==> src/rtl/sfifo_wr_arb_if.sv <==
// Push-side bundle between the requesters, the write arbiter and the sfifo.
// The arbiter takes the master view; the requesters and FIFO sit on the slave view.
interface sfifo_wr_arb_if #(
    parameter int NREQ   = 4,
    parameter int FIFO_D = 12,
    parameter int FIFO_W = 32
);
    localparam int FIFO_ADR = $clog2(FIFO_D);

    logic [NREQ-1:0]        req_vld;
    logic [NREQ*FIFO_W-1:0] req_dat;
    logic [NREQ-1:0]        req_rdy;
    logic                   fifo_we;
    logic [FIFO_W-1:0]      fifo_wd;
    logic                   fifo_fsh;
    logic                   fifo_full;
    logic                   fifo_ovf;
    logic [FIFO_ADR:0]      fifo_len;

    modport master (
        input  req_vld, req_dat, fifo_full, fifo_ovf, fifo_len,
        output req_rdy, fifo_we, fifo_wd, fifo_fsh
    );

    modport slave (
        output req_vld, req_dat, fifo_full, fifo_ovf, fifo_len,
        input  req_rdy, fifo_we, fifo_wd, fifo_fsh
    );
endinterface

==> src/rtl/sfifo_wr_arb.sv <==
// Round-robin push arbiter for the sfifo with credit check and flush sequencing.
// state  | meaning
// ARB    | round-robin grant to requesters while credit allows
// FDRAIN | no grants; the last registered write lands in the FIFO
// FSH    | fifo_fsh pulse is on the FIFO
// FDONE  | fsh_done pulse to the system, then back to ARB
module sfifo_wr_arb #(
    parameter int NREQ   = 4,
    parameter int FIFO_D = 12,
    parameter int FIFO_W = 32
) (
    input  logic                           clk,
    input  logic                           rstn,
    sfifo_wr_arb_if.master                 bus,
    input  logic                           fsh_req,
    output logic                           fsh_done,
    output logic [$clog2(NREQ)-1:0]        gnt_id,
    output logic                           ovf_err
);
    localparam int FIFO_ADR = $clog2(FIFO_D);
    localparam int IDW      = $clog2(NREQ);
    localparam int OCC_W    = FIFO_ADR + 2;

    typedef enum logic [1:0] {
        ARB    = 2'd0,
        FDRAIN = 2'd1,
        FSH    = 2'd2,
        FDONE  = 2'd3
    } state_t;

    state_t           state;
    state_t           state_nxt;
    logic [IDW-1:0]   rr_ptr;
    logic [IDW-1:0]   win;
    logic [IDW-1:0]   cand;
    logic             found;
    logic [OCC_W-1:0] occ;
    logic             can_wr;
    logic             grant;

    // fifo_len lags our own registered write by a cycle, so count it in
    assign occ    = OCC_W'(bus.fifo_len) + OCC_W'(bus.fifo_we);
    assign can_wr = (occ < OCC_W'(FIFO_D)) && !bus.fifo_full;

    always_comb begin
        win   = '0;
        cand  = '0;
        found = 1'b0;
        for (int k = 1; k <= NREQ; k++) begin
            cand = IDW'((int'(rr_ptr) + k) % NREQ);
            if (!found && bus.req_vld[cand]) begin
                win   = cand;
                found = 1'b1;
            end
        end
    end

    // a newly seen flush wins over any requester in the same cycle
    assign grant = rstn && (state == ARB) && !fsh_req && found && can_wr;

    always_comb begin
        bus.req_rdy      = '0;
        bus.req_rdy[win] = grant;
    end

    always_comb begin
        state_nxt = state;
        case (state)
            ARB:     if (fsh_req) state_nxt = FDRAIN;
            FDRAIN:  state_nxt = FSH;
            FSH:     state_nxt = FDONE;
            FDONE:   state_nxt = ARB;
            default: state_nxt = ARB;
        endcase
    end

    always_ff @(posedge clk or negedge rstn) begin
        if (!rstn) begin
            state        <= ARB;
            rr_ptr       <= IDW'(NREQ - 1);
            gnt_id       <= '0;
            bus.fifo_we  <= 1'b0;
            bus.fifo_wd  <= '0;
            bus.fifo_fsh <= 1'b0;
            fsh_done     <= 1'b0;
            ovf_err      <= 1'b0;
        end else begin
            state        <= state_nxt;
            bus.fifo_we  <= grant;
            bus.fifo_fsh <= (state == FDRAIN);
            fsh_done     <= (state == FSH);
            ovf_err      <= ovf_err | bus.fifo_ovf;
            if (grant) begin
                bus.fifo_wd <= bus.req_dat[int'(win)*FIFO_W +: FIFO_W];
                gnt_id      <= win;
                rr_ptr      <= win;
            end
        end
    end
endmodule

==> src/flat_wrapper.sv <==
// flat-port wrapper written by rule: the top's interface ports become plain ports
module sfifo_wr_arb_flat 
#(
    parameter int NREQ   = 4,
    parameter int FIFO_D = 12,
    parameter int FIFO_W = 32
)
  (clk, rstn, fsh_req, fsh_done, gnt_id, ovf_err, bus_req_vld, bus_req_dat, bus_fifo_full, bus_fifo_ovf, bus_fifo_len, bus_req_rdy, bus_fifo_we, bus_fifo_wd, bus_fifo_fsh);
  sfifo_wr_arb_if #(.NREQ(NREQ), .FIFO_D(FIFO_D), .FIFO_W(FIFO_W)) bus_i ();
  input  logic clk;
  input  logic rstn;
  input  logic fsh_req;
  output logic fsh_done;
  output logic [$clog2(NREQ)-1:0] gnt_id;
  output logic ovf_err;
  input wire logic [$bits(bus_i.req_vld)-1:0] bus_req_vld;
  input wire logic [$bits(bus_i.req_dat)-1:0] bus_req_dat;
  input wire logic [$bits(bus_i.fifo_full)-1:0] bus_fifo_full;
  input wire logic [$bits(bus_i.fifo_ovf)-1:0] bus_fifo_ovf;
  input wire logic [$bits(bus_i.fifo_len)-1:0] bus_fifo_len;
  output wire logic [$bits(bus_i.req_rdy)-1:0] bus_req_rdy;
  output wire logic [$bits(bus_i.fifo_we)-1:0] bus_fifo_we;
  output wire logic [$bits(bus_i.fifo_wd)-1:0] bus_fifo_wd;
  output wire logic [$bits(bus_i.fifo_fsh)-1:0] bus_fifo_fsh;
  assign bus_i.req_vld = bus_req_vld;
  assign bus_i.req_dat = bus_req_dat;
  assign bus_i.fifo_full = bus_fifo_full;
  assign bus_i.fifo_ovf = bus_fifo_ovf;
  assign bus_i.fifo_len = bus_fifo_len;
  assign bus_req_rdy = bus_i.req_rdy;
  assign bus_fifo_we = bus_i.fifo_we;
  assign bus_fifo_wd = bus_i.fifo_wd;
  assign bus_fifo_fsh = bus_i.fifo_fsh;
  sfifo_wr_arb #(.NREQ(NREQ), .FIFO_D(FIFO_D), .FIFO_W(FIFO_W)) u_core (.clk(clk), .rstn(rstn), .bus(bus_i), .fsh_req(fsh_req), .fsh_done(fsh_done), .gnt_id(gnt_id), .ovf_err(ovf_err));
endmodule
==> config.mk <==
export PLATFORM = sky130hd
export DESIGN_NAME = sfifo_wr_arb_flat
export DESIGN_NICKNAME = d
export VERILOG_FILES = /design/src/rtl/sfifo_wr_arb_if.sv /design/src/rtl/sfifo_wr_arb.sv /design/src/flat_wrapper.sv
export SDC_FILE = /design/constraint.sdc
export NUM_CORES = 1
export LEC_CHECK = 0
export BUFFER_PORTS_ARGS = -buffer_cell sky130_fd_sc_hd__buf_2
export CAP_MARGIN = 25
export CORE_MARGIN = 5
export CORE_UTILIZATION = 25
export CTS_BUF_LIST = sky130_fd_sc_hd__clkbuf_16
export DETAILED_ROUTE_END_ITERATION = 16
export SYNTH_ARGS = -nofsm -noshare
export SYNTH_HDL_FRONTEND = slang
export SYNTH_SLANG_ARGS = --single-unit
==> constraint.sdc <==
create_clock -name clk -period 4.4 [get_ports clk]
set_input_delay 0.88 -clock clk [delete_from_list [all_inputs] [get_ports clk]]
set_output_delay 0.88 -clock clk [all_outputs]
set_load 0.01 [all_outputs]
* Word-level counts from Yosys, hierarchy flattened *
Cells that the tools add are included.

cells by class
  add/sub/neg operators = 5
  $mul = 0
  divide/modulo/power cells = 0
  magnitude comparators = 7
  equal/unequal tests = 4
  shift operators = 1
  muxes and demuxes = 20
  bitwise operators = 2
  reductions and logical operators = 15

operator list
  kind                   count
  $shiftx A128 B8 Y32    1
  $lt A2 B3 Y1 const B   5
  $mux W2                5
  $logic_and A1 B1 Y1    9
  $mux W1                9
  $bmux W1 S2            4
  $pmux W2 S4            1
  $add A5 B1 Y6          1
  $lt A6 B4 Y1 const B   1
  $logic_not A1 Y1       5
  $add A2 B1 Y2 const B  2
  $add A2 B2 Y2 const B  2
  $and A4 B4 Y4          1
  $eq A2 B2 Y1 const B   2
  $demux W1 S2           1
  $eq A2 B1 Y1 const B   1
  $ge A2 B1 Y1 const B   1
  $logic_not A2 Y1       1
  $ne A2 B2 Y1 const B   1
  $or A1 B1 Y1           1

storage, ports and cells
  flip-flop bits (word level) = 42
  bits in latches = 0
  memory bits (writable) = 0
  memory bits (read-only) = 0
  input port bits = 142
  logic and storage cells = 62
  memories kept = 0

* Depth between registers and ports, before layout *
Gate-level depths: netlist of the first run.

  depth after elaboration = 18
  mapped depth = 9
  depth with buffers taken out = 8

* Worst setup path after synthesis of the first run *
No wires, ideal clock.

  kind = input-to-output
  from = input bus_fifo_len[0]
  to = output bus_req_rdy[2]
  arrival time = 2175 ps
  required time = 3520 ps
  slack = 1345 ps
  cell stages on the path = 5
  buffers on the path = 1
  cell sequence = a31oi_1 -> nor2_1 -> nor4_4 -> buf_6 -> and2_1

on the way
  longest elaborated chain between the ends = 5

ends and longest elaborated chain
  what                     line                RTL
  start, declared          flat_wrapper.sv:20  input wire logic [$bits(bus_i.fifo_len)-1:0] bus_fifo_len;
  $add A5 B1 Y6            sfifo_wr_arb.sv:42  assign occ = OCC_W'(bus.fifo_len) + OCC_W'(bus.fifo_we);
  $lt A6 B4 Y1             sfifo_wr_arb.sv:43  assign can_wr = (occ < OCC_W'(FIFO_D)) && !bus.fifo_full;
  $logic_and A1 B1 Y1      sfifo_wr_arb.sv:43
  $logic_and A1 B1 Y1      sfifo_wr_arb.sv:59  assign grant = rstn && (state == ARB) && !fsh_req && found && can_wr;
  $and A4 B4 Y4 (no line)  --
  end, declared            flat_wrapper.sv:21  output wire logic [$bits(bus_i.req_rdy)-1:0] bus_req_rdy;

No other way between the ends.

* Final worst setup path of the first run *
  from = input bus_req_vld[1]
  to = output bus_req_rdy[3]

on the way
  longest elaborated chain between the ends = 17

ends and longest elaborated chain
  what                                                                       line                RTL
  start, declared                                                            flat_wrapper.sv:16  input wire logic [$bits(bus_i.req_vld)-1:0] bus_req_vld;
  $bmux W1 S2                                                                sfifo_wr_arb.sv:51  if (!found && bus.req_vld[cand]) begin
  $mux W1 (not written as such)                                              sfifo_wr_arb.sv:51
  $mux W1                                                                    sfifo_wr_arb.sv:51
  $logic_not A1 Y1                                                           sfifo_wr_arb.sv:51
  $logic_and A1 B1 Y1                                                        sfifo_wr_arb.sv:51
  $mux W1                                                                    sfifo_wr_arb.sv:51
  $logic_not A1 Y1                                                           sfifo_wr_arb.sv:51
  $logic_and A1 B1 Y1                                                        sfifo_wr_arb.sv:51
  $mux W1                                                                    sfifo_wr_arb.sv:51
  $logic_not A1 Y1                                                           sfifo_wr_arb.sv:51
  $logic_and A1 B1 Y1                                                        sfifo_wr_arb.sv:51
  $mux W2                                                                    sfifo_wr_arb.sv:51
  $lt A2 B3 Y1 (not written as such) / $ge A2 B1 Y1 (equally long branches)  sfifo_wr_arb.sv:63  bus.req_rdy[win] = grant;
  $logic_and A1 B1 Y1 (not written as such)                                  sfifo_wr_arb.sv:63
  $mux W1 (not written as such)                                              sfifo_wr_arb.sv:63
  $demux W1 S2                                                               --
  $and A4 B4 Y4 (no line) *                                                  --

Mark *: on every way between the ends. The rest lies on a longest branch, timed or not. The select of a mux whose other input is x is not followed.

==> impl_results.md, run 1 <==
* Top_reg_cell synth: dfrtp_1
* Clock Sink Count at 42
* First-pass GRT wire length at 15600 um
* Starting Density at 0.258
* Post-CTS setup buffers at 0
* Critical Path Start Type: primary input
* Placed cell areas at 3860 sq um
* Critical path capture point type: primary output
* Slowest CP cell: or4_1
* Vias per inst at around 4.9
* Hold/Removal Path Class: reg -> reg
* Commonest non-fill, non-tap cell in the layout: buf_2
* Total CTS buffers at 5
* Minimum clock period at around 3400 ps
* Setup TNS at 0 ps
* Cell count after synthesis at 290
* Final period util at 0.781
* Die W at roughly 120 um
* Global Route Usage Sum at 0.145
* TritonRoute pass-1 iters at 4
* Seq/Total Area, Yosys at 0.372
* Finished Cell Area at 4030 sq um
* Critical path fanouts, max at 26
* # DRC at 0
* Die area at around 14000 sq um
* Critical path required time at about 3500 ps
* Final HPWL DP at around 8300 um
* Commonest cells after routing, fill and taps aside: 183 x buf_2, 40 x dfrtp_1, 36 x nand2_1, 33 x mux2i_1, 22 x inv_1
* EDFF count, synth at 0
* Unrepaired setup endpoints after global routing: no
* CP Class: in -> out
* Total Wirelength at 10300 um
* Deepest clock path buffer count at 2
* WP data arrival at between 2000 and 3000 ps
* Power Dens Cells at approximately 480 nW/um^2
* N_diodes at 0
* Number of global-route vias before repair at ~3200
* Die Y at between 100 and 150 um
* Worst vdd ir at between 0.2 and 0.25 mV
* RePlAce Congestion at between 0.8 and 0.9
* FMAX at 291 MHz
* Yosys warns at 0
* Post-synthesis register bit count at 42
* Fraction of layout cells with a size suffix above 1 at 0.474
* Setup violators final at 0
* CTS tree: built
* Area delta synth->final at 42.0%
* Worst path cell trace: buf_2 > or4_1 > and4_4 > o21ai_4 > buf_4 > nor3_1 > buf_2
* Starting DRT DRC Count at 92
* Hold_buf cts at 0
* Initial antenna violation count at 0
* Slew Limit Fails at 0
* CP most frequent cell: buf_2
* Clock Root Buffer: clkbuf_16
* I/O pins at between 150 and 200
* Syn Nets at around 440
* Worst skew pair latency at ~280 ps
* Status: complete, no violations
* Largest net degree at the start of global routing at 34
* Final hold violation count at 0
* # resized after CTS at 0
* Lkg Pwr at 0.00211 uW
* Synthesized cell area at around 2800 sq um
* CP max stage delay at approximately 540 ps
* Slew @ Worst Pin at 685 ps
* Vias at slightly below 3000
* GRT overflow at 0
* WL per Instance at between 15 and 20 um
* Synth Area per Inst at between 9 and 10 sq um
* CTS clock-pin slew for the worst setup and hold paths at 60 ps
* Slew HR at 0.544
* Fin Clk Skew at between 4 and 5 ps
* Synth cell types at between 40 and 50
* Max-cap check violation count at 0
* # nets final at slightly above 600
* Post-route ant nets at 0
* Ys async rst share at 1.00
* Core Rows at 38
* Port Buf Inserts at 183
* CORE AREA at 11000 sq um
* R2r setup slk at roughly 2000 ps
* H-tree depth at 2
[per-layer routing]
layer / up-vias / part of all wire / track usage
met4: 0 / 0.010 / 0.0356
li1: 1438 / - / -
met3: 10 / 0.060 / 0.0301
met2: 95 / 0.53 / 0.260
met1: 1412 / 0.40 / 0.176
met5: - / 0 / 0
[per-stage QoR]
step / hold WS [ps] / setup WS [ps] / instances / total power, uW / util
6_report: 469 / 964 / 608 / 1920 / 0.367
5_1_grt: 471 / 822 / 608 / 2060 / 0.367
4_1_cts: 468 / 932 / 607 / 1940 / 0.364
3_5_place_dp: 452 / 932 / 599 / 1580 / 0.352
3_3_place_gp: 459 / 975 / 599 / 1560 / 0.352
2_1_floorplan: 491 / 1340 / 290 / 1220 / -
[cell usage after synthesis (2+ instances only)]
library cell | instances | area, sq um
o221ai_2 | 9 | 135
buf_6 | 2 | 22.5
o21a_1 | 2 | 15.0
nor3_1 | 2 | 10.0
buf_4 | 4 | 30.0
nor2_1 | 5 | 18.8
nor2b_1 | 3 | 18.8
a21oi_1 | 2 | 10.0
clkbuf_1 | 4 | 15.0
a21o_1 | 19 | 143
o221ai_1 | 8 | 70.1
o2111ai_1 | 16 | 140
buf_2 | 9 | 45.0
ha_1 | 4 | 50.1
nand3_1 | 16 | 80.1
o21ai_0 | 16 | 80.1
nand2_1 | 36 | 135
mux2i_1 | 33 | 330
inv_1 | 21 | 78.8
o32ai_2 | 2 | 32.5
o211ai_1 | 16 | 120
dfrtp_1 | 40 | 1000
dfstp_2 | 2 | 52.6
[power by group]
group,switching (uW),internal (uW),total (uW)
logic,517,397,914
clock network,144,205,349
registers,97.3,559,656
total,758,1160,1920
[cell type report]
type                            instances  area (sq um)
Multi-Input combinational cell        205          1580
Tap cell                              140           175
Fill cell                            1156          6960
Sequential cell                        42          1050
Inverter                               22          85.1
Clock buffer                            5           125
Clock inverter                          3          12.5
Timing Repair Buffer                  191           996
[critical path: cells and delay by family]
kind	cells	cell delay, ps
AOI/OAI and AO/OA	1	160
buffers and inverters	3	640
and+or+nand+nor	3	870
[kinds of logic after synthesis]
family,after synthesis,share of synthesized area
compound gates,94,0.278
simple gates,73,0.135
fa+ha+maj,4,0.0177
flops,42,0.372
buf+inv,43,0.0768
mux,34,0.120
[final timing paths]
kind	from	to	cells after the start
setup / recovery	bus_req_vld[1]	bus_req_rdy[3]	7
hold / removal	u_core.ovf_err	u_core.ovf_err	1
setup reg to reg	u_core.rr_ptr[1]	u_core.bus.fifo_wd[3]	6
hold reg to reg	u_core.ovf_err	u_core.ovf_err	1
max in group asynchronous	rstn	u_core.rr_ptr[1]	2
min in group asynchronous	rstn	u_core.state[1]	1
[registers in the layout (all words and copies together), names as in the netlist]
register             count
u_core.ovf_err           1
u_core.bus.fifo_wd      32
u_core.gnt_id            2
u_core.fsh_done          1
u_core.state             2
u_core.bus.fifo_fsh      1
u_core.rr_ptr            2
u_core.bus.fifo_we       1
No activity file was read; power rests on OpenSTA's default activity.
==> run 2, diff against run 1 <==
--- a/config.mk
+++ b/config.mk
@@ -5,6 +5,7 @@
 export SDC_FILE = /design/constraint.sdc
 export NUM_CORES = 1
 export LEC_CHECK = 0
+export ABC_AREA = 1
 export BUFFER_PORTS_ARGS = -buffer_cell sky130_fd_sc_hd__buf_2
 export CAP_MARGIN = 25
 export CORE_MARGIN = 5
==> constraint.sdc (replaced) <==
create_clock -name clk -period 3.5 [get_ports clk]
set_input_delay 0.7 -clock clk [delete_from_list [all_inputs] [get_ports clk]]
set_output_delay 0.7 -clock clk [all_outputs]
set_load 0.01 [all_outputs]
==> run 2 against run 1 <==
Net effect:
- sequential share of layout area decreased by 3.2 points
- global-route usage decreased by 1.6 points
- clock power increased by 27%
- first-iteration DRC count increased by 21%
- synthesized cell count increased by 87%
- wire length increased by 3.6%
- critical path depth increased by 5
- non-clock buffer count increased by 1
- design area increased by 14%
- critical endpoint is now bus_req_rdy[0]
- largest power group unchanged
==> impl_results.md, run 2 <==
* CP Class: reg -> out
* Critical Path Start Type: flip-flop
* # nets final at 860 (+40%)
* Max-cap check violation count at 0 (unchanged)
* Port Buf Inserts at 183 (unchanged)
* N_diodes at 0 (unchanged)
* Total CTS buffers at 5 (unchanged)
* # placed instances at 883 (+47%)
* Post-Place Setup Slack at 354 ps (-578 ps)
* Worst Path Buf+Inv at 4 (+1)
* Largest net degree at the start of global routing at 67 (+97%)
* CP max stage delay at 700 ps (+160 ps)
* R2r setup slk at 900 ps (-1080 ps)
* P_sw at 2060 uW (+170%)
* Slowest CP cell: dfstp_2
* Core Rows at 42 (+11%)
* Vias per inst at 4.21 (-13%)
* Critical path capture point type: primary output
* Hold Path End: u_core.bus.fifo_wd[1]
* Fillers at 1519 (+31%)
* Worst Reg-to-Reg Cells at 16 (+10)
* Post-CTS setup buffers at 0 (unchanged)
* Cell family with most CP delay: simple AND/OR/NAND/NOR gates
* Layout Cells excl Fill at 891 (+47%)
* H-tree depth at 2 (unchanged)
* Vias at 3754 (+27%)
* Commonest cells after routing, fill and taps aside: 183 x buf_2, 181 x nand2_1, 116 x nand3_1, 106 x inv_1, 40 x dfrtp_1
* Post-route ant nets at 0 (unchanged)
* Starting Density at 0.257 (-0.00112)
* Die Y at 127 um (+9.1%)
* Int Power at 1880 uW (+62%)
* Syn Nets at 688 (+58%)
* Total Wirelength at 10700 um (+3.6%)
* Final HPWL DP at 8230 um (-0.78%)
* WL per Instance at 12.0 um (-29%)
* Lkg Pwr at 0.00289 uW (+37%)
* Clock Sink Count at 42 (unchanged)
* Power Dens Cells at 860 nW/um^2 (+80%)
* Starting DRT DRC Count at 111 (+21%)
* Hold path depth at 2 (+1)
* Met3 wire length at 844 um (+37%)
* Worst path cell trace: inv_8 > nand2_1 > nand2_1 > nand2_1 > nand2_2 > nor2_4 > nand4_1 > nand2_4 > buf_4 > inv_6 > nor3_1 > buf_2
* Switching share of power at 0.523 (+0.128)
* Placed cell areas at 4450 sq um (+15%)
* Global Route Usage Sum at 0.129 (-0.0157)
* Worst vdd ir at 0.354 mV (+46%)
* # DRC at 0 (unchanged)
* I/O pins at 184 (unchanged)
* Leading area contributor after synthesis: dfrtp_1
* Area delta synth->final at 33.7%
* CORE AREA at 13300 sq um (+22%)
* Top reg by flops: u_core.bus.fifo_wd
* Logic pwr share at 0.684 (+0.208)
* EDFF count, synth at 0 (unchanged)
* Unrepaired setup endpoints after global routing: no
* Minimum clock period at roughly 3300 ps
* CTS clock-pin slew for the worst setup and hold paths at 60 ps (about the same)
* Max FFs per register at 32 (unchanged)
* Synth top area share at 0.292 (-0.0613)
* Worst skew pair latency at 280 ps (about the same)
* Synth cell types at 30 (-29%)
* Die W at 127 um (+9.1%)
* Die area at 16200 sq um (+19%)
* Clock Root Buffer: clkbuf_16
* Status: complete, no violations
* First-pass GRT wire length at 17200 um (+10%)
* Hold/Removal Path Class: reg -> reg
* Final hold violation count at 0 (unchanged)
* Slew Limit Fails at 0 (unchanged)
* Seq/Total Area, Yosys at 0.307 (-0.0645)
* Number of global-route vias before repair at 3593 (+13%)
* Top_reg_cell synth: dfrtp_1
* Most frequent cell after synthesis: nand2_1
* Critical path required time at 2800 ps (-720 ps)
* Deepest clock path buffer count at 2 (unchanged)
* Ys async rst share at 1.00 (unchanged)
* Clock network power share at 0.112 (-0.070)
* Finished Cell Area at 4590 sq um (+14%)
* RR Endpoint: u_core.bus.fifo_wd[22]
* Initial antenna violation count at 0 (unchanged)
* Met2 WL at 4740 um (-13%)
* WP data arrival at 2580 ps (+20 ps)
* Multi-input logic area at 1770 sq um (+12%)
* Critical path fanouts, max at 19 (-27%)
* Slew @ Worst Pin at 574 ps (-111 ps)
* Worst setup margin at 218 ps (-746 ps)
* Post-synth top cells: 181 x nand2_1, 116 x nand3_1, 106 x inv_1
* Commonest non-fill, non-tap cell in the layout: buf_2
* Setup violators final at 0 (unchanged)
* Cell count after synthesis at 542 (+87%)
* Synthesized cell area at 3430 sq um (+21%)
* Final period util at 0.938
* Fraction of layout cells with a size suffix above 1 at 0.305 (-0.169)
* Register area at 1050 sq um (unchanged)
* TritonRoute pass-1 iters at 4 (unchanged)
* WHS at 471 ps (+2.72 ps)
* RePlAce Congestion at 0.810 (-1.2%)
* HP Start: u_core.bus.fifo_wd[1]
* GRT overflow at 0 (unchanged)
* CTS tree: built
* FMAX at 305 MHz
* Setup TNS at 0 ps (unchanged)
* Worst r2r src: u_core.rr_ptr[0]
* Top Layer Used: met4
* Fin Clk Skew at 6.85 ps (+2.00 ps)
* Post-synthesis register bit count at 42 (unchanged)
* CP most frequent cell: nand2_1
* Yosys warns at 0 (unchanged)
* WL met1 at 5030 um (+22%)
* Top cells by area, synth: dfrtp_1 29%, nand2_1 20%, nand3_1 17%
* Slew HR at 0.617 (+0.0739)
* Synth Area per Inst at 6.33 sq um (-35%)
* Seq pwr share at 0.204 (-0.138)
-- run 2: cells by family (layout without fill, tap and decap cells) --
kind of cell | after synthesis | in the layout | share of synthesized area
and+or+nand+nor | 351 | 351 | 0.486
buffers and inverters | 136 | 309 | 0.178
DFF | 42 | 42 | 0.307
AOI/OAI and AO/OA | 9 | 9 | 0.0142
adders and majority gates | 4 | 4 | 0.0146
-- run 2: how the worst max path moves through the flow --
stage                     slack, ps             end  cells after the start             start
final                           220  bus_req_rdy[0]                     12  u_core.rr_ptr[0]
after floorplan                 790  bus_req_rdy[1]                     13    bus_req_vld[3]
after CTS                       160  bus_req_rdy[1]                     13  u_core.rr_ptr[0]
after global routing           0.05  bus_req_rdy[0]                     12  u_core.rr_ptr[0]
after global placement          380  bus_req_rdy[1]                     13    bus_req_vld[3]
after detailed placement        350  bus_req_rdy[1]                     13    bus_req_vld[3]
-- run 2: metrics by stage --
stage,utilization,total power [uW]
2_1_floorplan,-,2970
3_3_place_gp,0.333,3530
3_5_place_dp,0.333,3540
4_1_cts,0.343,4010
5_1_grt,0.344,4390
6_report,0.344,3950
-- run 2: final cells by class --
cell class	instances	share of cell area
timing repair buffer	192	0.215
sequential	42	0.230
clock buffer	5	0.0273
tap	176	0.0480
multi-input combinational	364	0.385
inverter	109	0.0920
clock inverter	3	0.00246
-- run 2: what timing repair did --
item / 4_1_cts / 5_1_grt
hold buffers: 0 / 0
resized for setup: 0 / 1
setup endpoints to repair: 0 / 2
-- run 2: power groups by stage --
stage | sequential, uW | clock [uW] | combinational (uW)
6_report | 805 | 443 | 2700
5_1_grt | 828 | 477 | 3080
4_1_cts | 806 | 468 | 2740
3_5_place_dp | 810 | 0 | 2730
3_3_place_gp | 812 | 0 | 2720
2_1_floorplan | 862 | 0 | 2110
-- run 2: routing by layer --
metal,up-vias,track usage
met3,5,0.0321
met2,142,0.212
met4,0,0.0278
met5,-,0
li1,1981,-
met1,1626,0.172
-- run 2: worst register-to-register path, stage by stage (launching register included) --
cell	delay (ps)
dfstp_2	700
inv_8	80
nand2_1	70
nand2_1	80
nand2_1	110
nand2_2	80
nor2_4	140
nand3_4	110
nand2_1	90
nand2_2	80
nand2_4	100
buf_4	450
nand2_1	190
nand3_1	100
nand2_1	50
nand2_1	50
nand2_1	40
